[src/rtl/alu_serial_arbiter_if.sv]
// Request/response bundle between requesters and the serial ALU arbiter.
// master = requester/consumer side, slave = arbiter side.
interface alu_serial_arbiter_if;
    logic [1:0]       req_valid;
    logic [1:0]       req_ready;
    logic [1:0][31:0] req_a;
    logic [1:0][31:0] req_b;
    logic [1:0][2:0]  req_op;
    logic             rsp_valid;
    logic             rsp_ready;
    logic             rsp_id;
    logic [31:0]      rsp_data;
    logic [5:0]       rsp_flags;
    logic             rsp_err;
    logic             rsp_timeout;
    logic             rsp_crc_err;

    modport master (
        output req_valid, req_a, req_b, req_op, rsp_ready,
        input  req_ready, rsp_valid, rsp_id, rsp_data,
        input  rsp_flags, rsp_err, rsp_timeout, rsp_crc_err
    );

    modport slave (
        input  req_valid, req_a, req_b, req_op, rsp_ready,
        output req_ready, rsp_valid, rsp_id, rsp_data,
        output rsp_flags, rsp_err, rsp_timeout, rsp_crc_err
    );
endinterface

[src/rtl/alu_serial_arbiter.sv]
// Two-requester round-robin arbiter in front of a bit-serial ALU link.
// Define ALU_ARB_CRC_CHECK_EN to check the crc3 of returned data frames.
module alu_serial_arbiter #(
    parameter int TIMEOUT_CYCLES = 4096
) (
    input  logic                 clk,
    input  logic                 rst,
    alu_serial_arbiter_if.slave  bus,
    output logic                 sin,
    input  logic                 sout
);

    typedef enum logic [2:0] {IDLE, TX, WAIT_RSP, RX, RESP} state_t;

    // wait_cnt holds the number of cycles since the ctl stop bit
    localparam logic [15:0] WAIT_LAST = 16'(TIMEOUT_CYCLES - 1);

    state_t       state;
    state_t       state_nx;
    logic         rr_ptr;
    logic         gnt_id;
    logic         accept;
    logic         id_q;
    logic [31:0]  g_a;
    logic [31:0]  g_b;
    logic [2:0]   g_op;
    logic [98:0]  frame_q;
    logic [98:0]  frame_nx;
    logic [6:0]   tx_cnt;
    logic [15:0]  wait_cnt;
    logic         rx_hunt;
    logic         rx_err;
    logic [3:0]   rx_bit;
    logic [2:0]   rx_idx;
    logic [7:0]   rx_sh;
    logic [31:0]  rx_c;
    logic         rx_stop;
    logic         rx_done;
    logic         crc_err_nx;

    function automatic logic [3:0] crc4_f(input logic [67:0] v);
        logic [3:0] c;
        logic       fb;
        c = 4'h0;
        for (int i = 67; i >= 0; i--) begin
            fb = c[3] ^ v[i];
            c  = {c[2:0], 1'b0} ^ {2'b00, fb, fb};
        end
        return c;
    endfunction

    function automatic logic [10:0] byte_f(input logic t, input logic [7:0] d);
        return {1'b0, t, d, 1'b1};
    endfunction

`ifdef ALU_ARB_CRC_CHECK_EN
    function automatic logic [2:0] crc3_f(input logic [36:0] v);
        logic [2:0] c;
        logic       fb;
        c = 3'h0;
        for (int i = 36; i >= 0; i--) begin
            fb = c[2] ^ v[i];
            c  = {c[1:0], 1'b0} ^ {1'b0, fb, fb};
        end
        return c;
    endfunction

    assign crc_err_nx = crc3_f({rx_c, 1'b0, rx_sh[6:3]}) != rx_sh[2:0];
`else
    assign crc_err_nx = 1'b0;
`endif

    // Grant favours rr_ptr and falls back to the other requester
    always_comb begin
        gnt_id = bus.req_valid[rr_ptr] ? rr_ptr : ~rr_ptr;
        accept = (state == IDLE) && (|bus.req_valid) && !rst;
        g_a    = bus.req_a[gnt_id];
        g_b    = bus.req_b[gnt_id];
        g_op   = bus.req_op[gnt_id];
    end

    // Whole 99-bit outgoing frame, first bit on the line at the MSB
    always_comb begin
        frame_nx = {
            byte_f(1'b0, g_b[31:24]), byte_f(1'b0, g_b[23:16]),
            byte_f(1'b0, g_b[15:8]),  byte_f(1'b0, g_b[7:0]),
            byte_f(1'b0, g_a[31:24]), byte_f(1'b0, g_a[23:16]),
            byte_f(1'b0, g_a[15:8]),  byte_f(1'b0, g_a[7:0]),
            byte_f(1'b1, {1'b0, g_op, crc4_f({g_b, g_a, 1'b1, g_op})})
        };
    end

    assign rx_stop = !rx_hunt && (rx_bit == 4'd9);
    assign rx_done = rx_stop && (rx_err || rx_idx == 3'd4);

    // State register
    always_ff @(posedge clk) begin
        if (rst) state <= IDLE;
        else     state <= state_nx;
    end

    // Next state plus handshake and serial-line outputs
    always_comb begin
        state_nx      = state;
        bus.req_ready = 2'b00;
        bus.rsp_valid = 1'b0;
        sin           = 1'b1;
        unique case (state)
            IDLE: begin
                if (accept) begin
                    bus.req_ready = gnt_id ? 2'b10 : 2'b01;
                    state_nx      = TX;
                end
            end
            TX: begin
                sin = frame_q[98];
                if (tx_cnt == 7'd98) state_nx = WAIT_RSP;
            end
            WAIT_RSP: begin
                if (!sout)                      state_nx = RX;
                else if (wait_cnt == WAIT_LAST) state_nx = RESP;
            end
            RX: begin
                if (rx_done) state_nx = RESP;
            end
            RESP: begin
                bus.rsp_valid = 1'b1;
                if (bus.rsp_ready) state_nx = IDLE;
            end
            default: state_nx = IDLE;
        endcase
    end

    // Datapath: request latch, shifter, timeout counter, receiver, response
    always_ff @(posedge clk) begin
        if (rst) begin
            rr_ptr          <= 1'b0;
            id_q            <= 1'b0;
            frame_q         <= '0;
            tx_cnt          <= '0;
            wait_cnt        <= '0;
            rx_hunt         <= 1'b0;
            rx_err          <= 1'b0;
            rx_bit          <= '0;
            rx_idx          <= '0;
            rx_sh           <= '0;
            rx_c            <= '0;
            bus.rsp_id      <= 1'b0;
            bus.rsp_data    <= '0;
            bus.rsp_flags   <= '0;
            bus.rsp_err     <= 1'b0;
            bus.rsp_timeout <= 1'b0;
            bus.rsp_crc_err <= 1'b0;
        end else begin
            unique case (state)
                IDLE: begin
                    if (accept) begin
                        rr_ptr  <= ~gnt_id;
                        id_q    <= gnt_id;
                        frame_q <= frame_nx;
                        tx_cnt  <= '0;
                    end
                end
                TX: begin
                    frame_q <= {frame_q[97:0], 1'b1};
                    tx_cnt  <= tx_cnt + 7'd1;
                    if (tx_cnt == 7'd98) wait_cnt <= 16'd1;
                end
                WAIT_RSP: begin
                    if (!sout) begin
                        rx_hunt <= 1'b0;
                        rx_err  <= 1'b0;
                        rx_bit  <= '0;
                        rx_idx  <= '0;
                        rx_c    <= '0;
                    end else if (wait_cnt == WAIT_LAST) begin
                        bus.rsp_id      <= id_q;
                        bus.rsp_data    <= '0;
                        bus.rsp_flags   <= '0;
                        bus.rsp_err     <= 1'b0;
                        bus.rsp_timeout <= 1'b1;
                        bus.rsp_crc_err <= 1'b0;
                    end else begin
                        wait_cnt <= wait_cnt + 16'd1;
                    end
                end
                RX: begin
                    if (rx_hunt) begin
                        if (!sout) begin
                            rx_hunt <= 1'b0;
                            rx_bit  <= '0;
                        end
                    end else begin
                        rx_bit <= rx_bit + 4'd1;
                        if (rx_bit == 4'd0 && rx_idx == 3'd0) rx_err <= sout;
                        if (rx_bit >= 4'd1 && rx_bit <= 4'd8)
                            rx_sh <= {rx_sh[6:0], sout};
                        if (rx_stop) begin
                            rx_bit <= '0;
                            if (rx_err) begin
                                bus.rsp_id      <= id_q;
                                bus.rsp_data    <= '0;
                                bus.rsp_flags   <= rx_sh[6:1];
                                bus.rsp_err     <= 1'b1;
                                bus.rsp_timeout <= 1'b0;
                                bus.rsp_crc_err <= 1'b0;
                            end else if (rx_idx == 3'd4) begin
                                bus.rsp_id      <= id_q;
                                bus.rsp_data    <= rx_c;
                                bus.rsp_flags   <= {2'b00, rx_sh[6:3]};
                                bus.rsp_err     <= 1'b0;
                                bus.rsp_timeout <= 1'b0;
                                bus.rsp_crc_err <= crc_err_nx;
                            end else begin
                                rx_c    <= {rx_c[23:0], rx_sh};
                                rx_idx  <= rx_idx + 3'd1;
                                rx_hunt <= 1'b1;
                            end
                        end
                    end
                end
                RESP: begin
                end
                default: begin
                end
            endcase
        end
    end

endmodule

[src/flat_wrapper.sv]
// flat-port wrapper written by rule: the top's interface ports become plain ports
module alu_serial_arbiter_flat 
#(
    parameter int TIMEOUT_CYCLES = 4096
)
  (clk, rst, sin, sout, bus_req_valid, bus_req_a, bus_req_b, bus_req_op, bus_rsp_ready, bus_req_ready, bus_rsp_valid, bus_rsp_id, bus_rsp_data, bus_rsp_flags, bus_rsp_err, bus_rsp_timeout, bus_rsp_crc_err);
  alu_serial_arbiter_if bus_i ();
  input  logic clk;
  input  logic rst;
  output logic sin;
  input  logic sout;
  input wire logic [$bits(bus_i.req_valid)-1:0] bus_req_valid;
  input wire logic [$bits(bus_i.req_a)-1:0] bus_req_a;
  input wire logic [$bits(bus_i.req_b)-1:0] bus_req_b;
  input wire logic [$bits(bus_i.req_op)-1:0] bus_req_op;
  input wire logic [$bits(bus_i.rsp_ready)-1:0] bus_rsp_ready;
  output wire logic [$bits(bus_i.req_ready)-1:0] bus_req_ready;
  output wire logic [$bits(bus_i.rsp_valid)-1:0] bus_rsp_valid;
  output wire logic [$bits(bus_i.rsp_id)-1:0] bus_rsp_id;
  output wire logic [$bits(bus_i.rsp_data)-1:0] bus_rsp_data;
  output wire logic [$bits(bus_i.rsp_flags)-1:0] bus_rsp_flags;
  output wire logic [$bits(bus_i.rsp_err)-1:0] bus_rsp_err;
  output wire logic [$bits(bus_i.rsp_timeout)-1:0] bus_rsp_timeout;
  output wire logic [$bits(bus_i.rsp_crc_err)-1:0] bus_rsp_crc_err;
  assign bus_i.req_valid = bus_req_valid;
  assign bus_i.req_a = bus_req_a;
  assign bus_i.req_b = bus_req_b;
  assign bus_i.req_op = bus_req_op;
  assign bus_i.rsp_ready = bus_rsp_ready;
  assign bus_req_ready = bus_i.req_ready;
  assign bus_rsp_valid = bus_i.rsp_valid;
  assign bus_rsp_id = bus_i.rsp_id;
  assign bus_rsp_data = bus_i.rsp_data;
  assign bus_rsp_flags = bus_i.rsp_flags;
  assign bus_rsp_err = bus_i.rsp_err;
  assign bus_rsp_timeout = bus_i.rsp_timeout;
  assign bus_rsp_crc_err = bus_i.rsp_crc_err;
  alu_serial_arbiter #(.TIMEOUT_CYCLES(TIMEOUT_CYCLES)) u_core (.clk(clk), .rst(rst), .bus(bus_i), .sin(sin), .sout(sout));
endmodule
[config.mk]
export PLATFORM = sky130hd
export DESIGN_NAME = alu_serial_arbiter_flat
export DESIGN_NICKNAME = d
export VERILOG_FILES = /design/src/rtl/alu_serial_arbiter_if.sv /design/src/rtl/alu_serial_arbiter.sv /design/src/flat_wrapper.sv
export SDC_FILE = /design/constraint.sdc
export NUM_CORES = 1
export LEC_CHECK = 0
export BUFFER_PORTS_ARGS = -buffer_cell sky130_fd_sc_hd__buf_4
export CORE_MARGIN = 8
export CORE_UTILIZATION = 57
export DETAILED_ROUTE_END_ITERATION = 8
export GPL_ROUTABILITY_DRIVEN = 1
export PLACE_DENSITY_LB_ADDON = 0.08
export SYNTH_ARGS = -nofsm -noshare
export SYNTH_HDL_FRONTEND = slang
export SYNTH_SLANG_ARGS = --single-unit
export TNS_END_PERCENT = 30
[constraint.sdc]
create_clock -name clk -period 4.7 [get_ports clk]
set_clock_uncertainty 0.1 [all_clocks]
set_input_delay 0.235 -clock clk [delete_from_list [all_inputs] [get_ports clk]]
set_output_delay 0.235 -clock clk [all_outputs]
set_load 0.1 [all_outputs]
==> results.txt, run 1 <==
outcome = complete, no violations
Setup Viol. Count Final = 0
Setup TNS = 0 ps
async set-reset flop share out of synthesis = 0
Max-cap violations = 0
slowest stage delay, CP = 490 ps
clock root buffer = clkbuf_16
syn_area_per_cell = 8.42 µm²
biggest area consumer among synthesized cells = dfxtp_1
GR Overflow Total = 0
Worst Path Max Fanout = 83
Crit. End Element = flop
htree depth = 1
I/O pin cnt = 186
RSZ-0062 raised after global routing = false
Via density = 5.67
Placed Area = 13000 µm²
Nets = 1640
die footprint = 25000 µm²
GRT Total Usage = 0.240
initial antenna violation count = 0
HP Class = in -> reg
I/O Buffers = 184
fraction of layout cells with a size suffix above 1 = 0.169
synth top area cells = dfxtp_1, xnor2_1, a21oi_1
number of hold buffers added after cts = 3
Clk pin slew, worst setup/hold paths = 60 ps
final core utilization = 0.687
Hold Fails Final Rpt = 0
crit share post-route = 0.771
Synth Register Bits = 217
Row Count = 52
Slew Viols, Final = 0
first-pass GRT wire length = 48900 µm
vias = 10066
CTS tree = done
Die Y = 158 µm
pwr/cell area = 651 nW/µm²
synthesized cell area = 11500 µm²
GP Congestion = 0.894
Syn Nets = 1514
Layout area overhead = 19.8%
Antenna Nets Post-Route = 0
Yosys warning count = 0
WL per Instance = 17.1 µm
worst slack at placement = 1060 ps
largest net degree at the start of global routing = 96
type of origin of the critical path = flop
Least-Margin Pin Slew = 1090 ps
relative slew slack = 0.275
Fmax achieved = 276 MHz
Final min period = 3620 ps
Distinct cells, synth = 47
Final Instance Area = 13800 µm²
Syn Inst Count = 1365
cts repair resizes = 0
Detailed Route Iter0 Violations = 725
Routed Wire Length = 30300 µm
setup bufs post-CTS = 0
CTS buffer count = 22
leakage = 5.51 nW
DR DRC count = 0
DR pass1 iterations = 5
setup ws final = 1080 ps
Antenna diodes = 0
Crit Path Class = reg -> reg
Crit-path slowest cell = xnor3_1
DP HPWL = 21500 µm
Critical Path RT = 4960 ps
Die W = 158 µm
Clock Path Buffers = 3
CP cell instances = mux2i_4 > buf_12 > mux2i_1 > xnor2_1 > xnor3_1 > xnor3_2 > xnor3_1 > xor3_1 > o2bb2ai_1
Synth Flop Type = dfxtp_1
clk_lat worst skew = 490 ps
sequential area share after synthesis = 0.378
Sinks on Clock Net = 217
core area = 20000 µm²
vias in the first global route = 9815
Post-synth EDFFs = 0
Initial Utilization = 0.574
Most common cell on crit path = xnor3_1
Arr. time, crit path = 3880 ps
Max rail drop VDD = 1.19 mV
share of the synthesized area in the top cell type = 0.378
[routing by layer]
layer	wire length [µm]	global-route usage
met1	13100	0.315
met4	1060	0.0849
met3	1610	0.0360
met5	0	0
met2	14500	0.396
[cell usage in the layout, fill, tap and decap left out, types with 23 or more instances in the layout]
| master | instances |
|---|---|
| xnor3_1 | 35 |
| nor3_1 | 36 |
| nand3_1 | 98 |
| nand2_1 | 219 |
| a21oi_1 | 170 |
| buf_4 | 199 |
| clkbuf_16 | 23 |
| nor2_1 | 142 |
| dfxtp_1 | 217 |
| a221oi_1 | 67 |
| xor2_1 | 38 |
| xnor2_1 | 107 |
| mux2i_1 | 37 |
[stage by stage]
step | hold slack, ps | power [mW] | std cells
floorplan | 316 | 6.35 | 1365
global placement | 336 | 7.11 | 1734
detailed placement | 343 | 7.19 | 1734
CTS | 44.2 | 8.98 | 1776
global route | 102 | 9.50 | 1776
finish | 62.9 | 8.96 | 1776
[state kept, by name (all words and copies together), names as in the netlist, 3 cells and up]
name and cells:
u_core.bus.rsp_data 32, u_core.bus.rsp_flags 6, u_core.frame_q 99, u_core.rx_bit 4, u_core.rx_c 32, u_core.rx_idx 3
u_core.rx_sh 8, u_core.state 3, u_core.tx_cnt 7, u_core.wait_cnt 16
[layout make-up]
cell class / count / area (µm²)
multi-input combinational: 1037 / 6750
tap: 270 / 338
clock inverter: 7 / 88.8
fill: 1749 / 6270
clock buffer: 32 / 659
timing repair buffer: 204 / 1560
inverter: 9 / 33.8
sequential: 217 / 4340
[final timing paths]
path / from / end / slack (ps) / cells past startpoint
hold reg to reg: u_core.bus.rsp_data[29] / u_core.bus.rsp_data[29] / 350 / 2
setup / recovery: u_core.rr_ptr / u_core.frame_q[3] / 1080 / 9
hold / removal: bus_req_a[55] / u_core.frame_q[41] / 60 / 5
setup reg to reg: u_core.rr_ptr / u_core.frame_q[3] / 1080 / 9
[critical path, delay by kind of cell (launching register included)]
family	cells	cell delay [ps]
buffers and inverters	1	400
AO/OA/AOI/OAI	1	120
flip-flops	1	410
XOR/XNOR	5	1670
multiplexers	2	740
[logic make-up after synthesis]
| group | share of synthesized area |
|---|---|
| and+or+nand+nor | 0.197 |
| AOI/OAI and AO/OA | 0.142 |
| DFF | 0.378 |
| xor gates and xnor gates | 0.194 |
| buffers and inverters | 0.0369 |
| muxes | 0.0410 |
| adders and majority gates | 0.00980 |
| other | 0.000326 |
[cells in the mapped netlist (all sizes together), types with 37 or more instances]
| master | number |
|---|---|
| mux2i | 41 |
| a221oi | 67 |
| xnor3 | 38 |
| nand3 | 98 |
| dfxtp | 217 |
| nand2 | 219 |
| a21oi | 170 |
| nor2 | 145 |
| xnor2 | 109 |
| nor3 | 37 |
| xor2 | 38 |
| clkbuf | 90 |
[power by group]
part	internal, mW	switching, mW
Clock	1.08	0.699
Sequential	2.10	0.164
Combinational	2.72	2.19
Total	5.90	3.05
Power figures use the tool's default switching activity.
==> run 2: changes to the inputs <==
- CORE_UTILIZATION: 57 -> 52
- clock period: 4.7 -> 3.1 ns (I/O delays scaled with it)
==> run 2 against run 1 <==
Against the previous run: the run now ends with negative setup slack left; power is 68% higher; utilization is 0.16 points higher; largest power group unchanged; sequential power is 52% higher; die area is 8.6% higher; register-to-register slack worse by 1200 ps; worst setup slack worse by 1200 ps; clock power is 47% higher; fmax is 12% higher; routed wire length is 6.1% higher; flip-flop and latch count stayed put; count of clock-buffer cells in the layout is 2 lower; sequential share of layout area is 2.5 points lower.
==> results.txt, run 2 (same netlist as run 1, synthesis figures left out) <==
outcome = finished, violations left (was complete, no violations)
failing checks = negative setup slack
DP HPWL = 22700 µm (was 21500 µm)
CP cell instances = mux2i_4 > buf_12 > buf_6 > buf_12 > buf_12 > mux2i_4 > buf_4 > xnor2_2 > xnor2_2 > buf_4 > xnor3_1 > xnor3_1 > xor3_1 > o2bb2ai_1 (was mux2i_4 > buf_12 > mux2i_1 > xnor2_1 > xnor3_1 > xnor3_2 > xnor3_1 > xor3_1 > o2bb2ai_1)
Clk pin slew, worst setup/hold paths = 60 ps (about the same)
DR pass1 iterations = 5 (unchanged)
Hold Fails Final Rpt = 0 (unchanged)
Clock Path Buffers = 3 (unchanged)
CTS buffer count = 23 (was 22)
Initial Utilization = 0.528 (was 0.574)
GRT Total Usage = 0.231 (was 0.240)
Row Count = 54 (was 52)
largest registers = u_core.frame_q x99, u_core.bus.rsp_data x32, u_core.rx_c x32 (unchanged)
commonest cells after routing, fill and taps aside = buf_4, nand2_1, dfxtp_1 (was nand2_1, dfxtp_1, buf_4)
core area = 21800 µm² (was 20000 µm²)
Biggest register = u_core.frame_q (unchanged)
Nets = 1770 (was 1640)
Critical Path RT = 3360 ps (was 4960 ps)
die footprint = 27100 µm² (was 25000 µm²)
clk_lat worst skew = 510 ps (was 490 ps)
max FFs per register = 99 (unchanged)
Layout area overhead = 30.3% (was 19.8%)
Final min period = 3240 ps (was 3620 ps)
Worst Path Max Fanout = 10 (was 83)
RSZ-0062 raised after global routing = true (was false)
Via density = 5.51 (was 5.67)
Crit. End Element = flop (unchanged)
worst setup path startpoint = u_core.rr_ptr (unchanged)
I/O Buffers = 184 (unchanged)
htree depth = 1 (unchanged)
most common cell after layout, fill and taps aside = buf_4 (was nand2_1)
type of origin of the critical path = flop (unchanged)
Routed Wire Length = 32200 µm (was 30300 µm)
fillers = 1833 (was 1749)
Slew Viols, Final = 0 (unchanged)
fraction of layout cells with a size suffix above 1 = 0.235 (was 0.169)
crit share post-route = 1.05 (was 0.771)
Most common cell on crit path = buf_12 (was xnor3_1)
vias = 10545 (was 10066)
Max-cap violations = 0 (unchanged)
vias in the first global route = 10311 (was 9815)
Crit Path Class = reg -> reg (unchanged)
relative slew slack = 0.351 (was 0.275)
Least-Margin Pin Slew = 973 ps (was 1090 ps)
Reg2Reg Launch Point = u_core.rr_ptr (unchanged)
CTS tree = done (unchanged)
pwr/cell area = 1000 nW/µm² (was 651 nW/µm²)
Fmax achieved = 308 MHz (was 276 MHz)
setup ws final = -144 ps (was 1080 ps)
Antenna diodes = 0 (unchanged)
Arr. time, crit path = 3510 ps (was 3880 ps)
HP Start = bus_req_b[42] (was bus_req_a[55])
Crit-path slowest cell = xnor3_1 (unchanged)
Hold WS = 10.9 ps (was 62.9 ps)
DR DRC count = 0 (unchanged)
slowest stage delay, CP = 400 ps (was 490 ps)
Antenna Nets Post-Route = 0 (unchanged)
WL per Instance = 16.8 µm (was 17.1 µm)
Setup Viol. Count Final = 3 (was 0)
Sinks on Clock Net = 217 (unchanged)
leakage = 6.18 nW (was 5.51 nW)
first-pass GRT wire length = 51500 µm (was 48900 µm)
Detailed Route Iter0 Violations = 851 (was 725)
GR Overflow Total = 0 (unchanged)
Die W = 165 µm (was 158 µm)
I/O pin cnt = 186 (unchanged)
Layout Cells excl Fill = 1915 (was 1776)
initial antenna violation count = 0 (unchanged)
largest net degree at the start of global routing = 96 (unchanged)
clock root buffer = clkbuf_16 (unchanged)
Max rail drop VDD = 1.52 mV (was 1.19 mV)
placed cell count = 1846 (was 1734)
Die Y = 165 µm (was 158 µm)
GP Congestion = 0.869 (was 0.894)
HP Class = in -> reg (unchanged)
[run 2: worst max-delay path, delay by kind of cell (launching register included)]
| family | cells | cell delay, ps |
|---|---|---|
| muxes | 2 | 480 |
| AOI/OAI and AO/OA | 1 | 120 |
| buffers and inverters | 6 | 890 |
| DFF | 1 | 360 |
| xor gates and xnor gates | 5 | 1160 |
[run 2: worst paths after layout]
kind / slack [ps] / cells after the start / endpoint
worst max-delay path: -140 / 14 / u_core.frame_q[3]
worst min-delay path: 10 / 5 / u_core.frame_q[69]
worst max register to register: -140 / 14 / u_core.frame_q[3]
worst min register to register: 350 / 2 / u_core.bus.rsp_data[27]
[run 2: what timing repair did]
item,4_1_cts,5_1_grt
hold buffers,23,0
hold endpoints to repair,31,0
gates resized for setup,17,13
pin swaps,3,5
endpoints found under the setup margin,4,4
gates cloned,0,1
setup buffers,5,1
[run 2: area by class of cell]
type / instances / area, µm² / area share
multi-input combinational: 1037 / 6880 / 0.459
sequential: 217 / 4350 / 0.290
timing repair buffer: 333 / 2640 / 0.176
clock buffer: 30 / 662 / 0.0442
tap: 280 / 350 / 0.0234
clock inverter: 9 / 66.3 / 0.00443
inverter: 9 / 33.8 / 0.00226
[run 2: power breakdown]
part	switching, mW	internal (mW)
logic	3.75	5.25
clock network	1.10	1.51
registers	0.252	3.18
[run 2: per-stage QoR]
stage               TNS (ps)  cell area [µm²]   util  power [mW]  setup slack [ps]
floorplan              -1540            11500      -        9.54              -371
global route            -617            15000  0.689        15.8              -223
detailed placement      -785            13800  0.634        11.9              -307
finish                  -320            15000  0.689        15.0              -144
CTS                     -238            14900  0.684        14.7              -132
global placement        -519            13800  0.634        11.8              -225
[run 2: layer usage]
metal	vias to the layer above	track usage	share of wire
met2	254	0.393	0.49
met5	-	0	0
met3	58	0.0371	0.045
met4	0	0.0782	0.029
met1	4984	0.294	0.43
li1	5249	-	-
==> run 3: changes to the inputs <==
- CORE_UTILIZATION: 52 -> 57
- clock period: 3.1 -> 3.5 ns (I/O delays scaled with it)
==> run 3 against run 2 <==
Against the previous run: the flow now finishes without violations; utilization is 0.99 points higher; clock power is 7% lower; power is 19% lower; die area is 7.9% lower; worst hold slack better by 1.6 ps; via count is 4.0% lower; non-clock buffer count is 108 lower; critical path type unchanged; critical endpoint unchanged.
==> results.txt, run 3 (same netlist as run 1, synthesis figures left out) <==
clk_lat worst skew = 500 ps (was 510 ps)
Final Instance Area = 14000 µm² (was 15000 µm²)
Setup TNS = 0 ps (was -320 ps)
Placed Area = 13100 µm² (was 13800 µm²)
Layout area overhead = 21.8% (was 30.3%)
pwr/cell area = 871 nW/µm² (was 1000 nW/µm²)
core area = 20000 µm² (was 21800 µm²)
Crit Path Class = reg -> reg (unchanged)
Setup Viol. Count Final = 0 (was 3)
CTS buffer count = 22 (was 23)
Die Y = 158 µm (was 165 µm)
DR DRC count = 0 (unchanged)
GRT Total Usage = 0.242 (was 0.231)
Clock Path Buffers = 3 (unchanged)
relative slew slack = 0.222 (was 0.351)
Initial Utilization = 0.574 (was 0.528)
Critical Path RT = 3760 ps (was 3360 ps)
largest net degree at the start of global routing = 115 (was 96)
Hold Fails Final Rpt = 0 (unchanged)
Antenna diodes = 0 (unchanged)
Least-Margin Pin Slew = 1170 ps (was 973 ps)
Via density = 5.63 (was 5.51)
CP cell instances = mux2i_4 > buf_12 > buf_12 > mux2i_1 > xnor2_1 > xnor2_1 > xnor3_1 > xnor3_2 > xnor3_1 > xor3_1 > o2bb2ai_1 (was mux2i_4 > buf_12 > buf_6 > buf_12 > buf_12 > mux2i_4 > buf_4 > xnor2_2 > xnor2_2 > buf_4 > xnor3_1 > xnor3_1 > xor3_1 > o2bb2ai_1)
Sinks on Clock Net = 217 (unchanged)
placed cell count = 1751 (was 1846)
CTS tree = done (unchanged)
first-pass GRT wire length = 49300 µm (was 51500 µm)
I/O pin cnt = 186 (unchanged)
Die W = 158 µm (was 165 µm)
initial antenna violation count = 0 (unchanged)
Worst Path Max Fanout = 28 (was 10)
largest registers = u_core.frame_q x99, u_core.bus.rsp_data x32, u_core.rx_c x32 (unchanged)
Crit. End Element = flop (unchanged)
WL per Instance = 17.1 µm (was 16.8 µm)
Hold WS = 12.5 ps (was 10.9 ps)
Final min period = 3360 ps (was 3240 ps)
Crit-path slowest cell = xnor3_2 (was xnor3_1)
Max rail drop VDD = 1.71 mV (was 1.52 mV)
die footprint = 25000 µm² (was 27100 µm²)
GP Congestion = 0.913 (was 0.869)
leakage = 5.63 nW (was 6.18 nW)
vias = 10127 (was 10545)
RSZ-0062 raised after global routing = false (was true)
GR Overflow Total = 0 (unchanged)
outcome = complete, no violations (was finished, violations left)
Antenna Nets Post-Route = 0 (unchanged)
Routed Wire Length = 30800 µm (was 32200 µm)
slowest stage delay, CP = 400 ps (about the same)
commonest cells after routing, fill and taps aside = nand2_1, buf_4, dfxtp_1 (was buf_4, nand2_1, dfxtp_1)
htree depth = 1 (unchanged)
vias in the first global route = 9837 (was 10311)
Layout Cells excl Fill = 1798 (was 1915)
Max-cap violations = 0 (unchanged)
Detailed Route Iter0 Violations = 763 (was 851)
Fmax achieved = 298 MHz (was 308 MHz)
I/O Buffers = 184 (unchanged)
most common cell after layout, fill and taps aside = nand2_1 (was buf_4)
Nets = 1661 (was 1770)
clock root buffer = clkbuf_16 (unchanged)
HP Class = in -> reg (unchanged)
Biggest register = u_core.frame_q (unchanged)
worst slack at placement = 25.2 ps (was -307 ps)
Slew Viols, Final = 0 (unchanged)
Clk pin slew, worst setup/hold paths = 60 ps (about the same)
setup ws final = 145 ps (was -144 ps)
type of origin of the critical path = flop (unchanged)
crit share post-route = 0.959 (was 1.05)
fraction of layout cells with a size suffix above 1 = 0.183 (was 0.235)
DP HPWL = 21600 µm (was 22700 µm)
max FFs per register = 99 (unchanged)
Arr. time, crit path = 3620 ps (was 3510 ps)
Row Count = 52 (was 54)
DR pass1 iterations = 5 (unchanged)
==> run 3: cell count changes in the layout (fill, tap and decap cells not counted), sizes merged, moves of 2 or more <==
| cell | delta |
|---|---|
| dlygate4sd3 | -18 |
| bufinv | +2 |
| inv | -2 |
| buf | -90 |
| clkbuf | +3 |
==> run 3: final timing paths <==
path | from | endpoint | slack [ps] | cells past startpoint
max | u_core.rr_ptr | u_core.frame_q[3] | 140 | 11
min | bus_req_a[46] | u_core.frame_q[29] | 10 | 5
max reg2reg | u_core.rr_ptr | u_core.frame_q[3] | 140 | 11
min reg2reg | u_core.frame_q[20] | u_core.frame_q[21] | 350 | 2
==> run 3: per-layer routing <==
layer,global-route usage,vias up,part of all wire
li1,-,5002,-
met1,0.314,4819,0.44
met2,0.421,262,0.49
met3,0.0300,44,0.050
met4,0.0602,0,0.019
met5,0,-,0
==> run 3: power breakdown <==
| part | switching, mW | internal, mW | leakage, nW |
|---|---|---|---|
| combinational | 2.92 | 3.80 | 3.49 |
| clock | 0.939 | 1.49 | 0.385 |
| sequential | 0.216 | 2.82 | 1.76 |
==> run 3: repair_timing <==
item | CTS | global route
endpoints found under the hold margin | 11 | 0
resized for setup | 0 | 5
endpoints found under the setup margin | 0 | 1
buffers inserted | 0 | 1
hold buffers | 5 | 0
==> run 3: final cells by class <==
type,instances,area [µm²]
clock inverters,7,85.1
flip-flops and latches,217,4350
well taps,270,338
fillers,1713,6040
inverters,9,33.8
clock buffers,33,683
multi-input cells,1037,6760
repair buffers,225,1750
==> run 3: stage by stage <==
stage | power, mW | utilization
2_1_floorplan | 8.53 | -
3_3_place_gp | 9.69 | 0.655
3_5_place_dp | 9.73 | 0.655
4_1_cts | 12.2 | 0.696
5_1_grt | 12.8 | 0.698
6_report | 12.2 | 0.698
==> run 3: critical path, delay by kind of cell, from the launching register on <==
family          cells  cell delay, ps
xor+xnor            6            1670
compound gates      1             120
mux                 2             540
buf+inv             2             390
flops               1             370
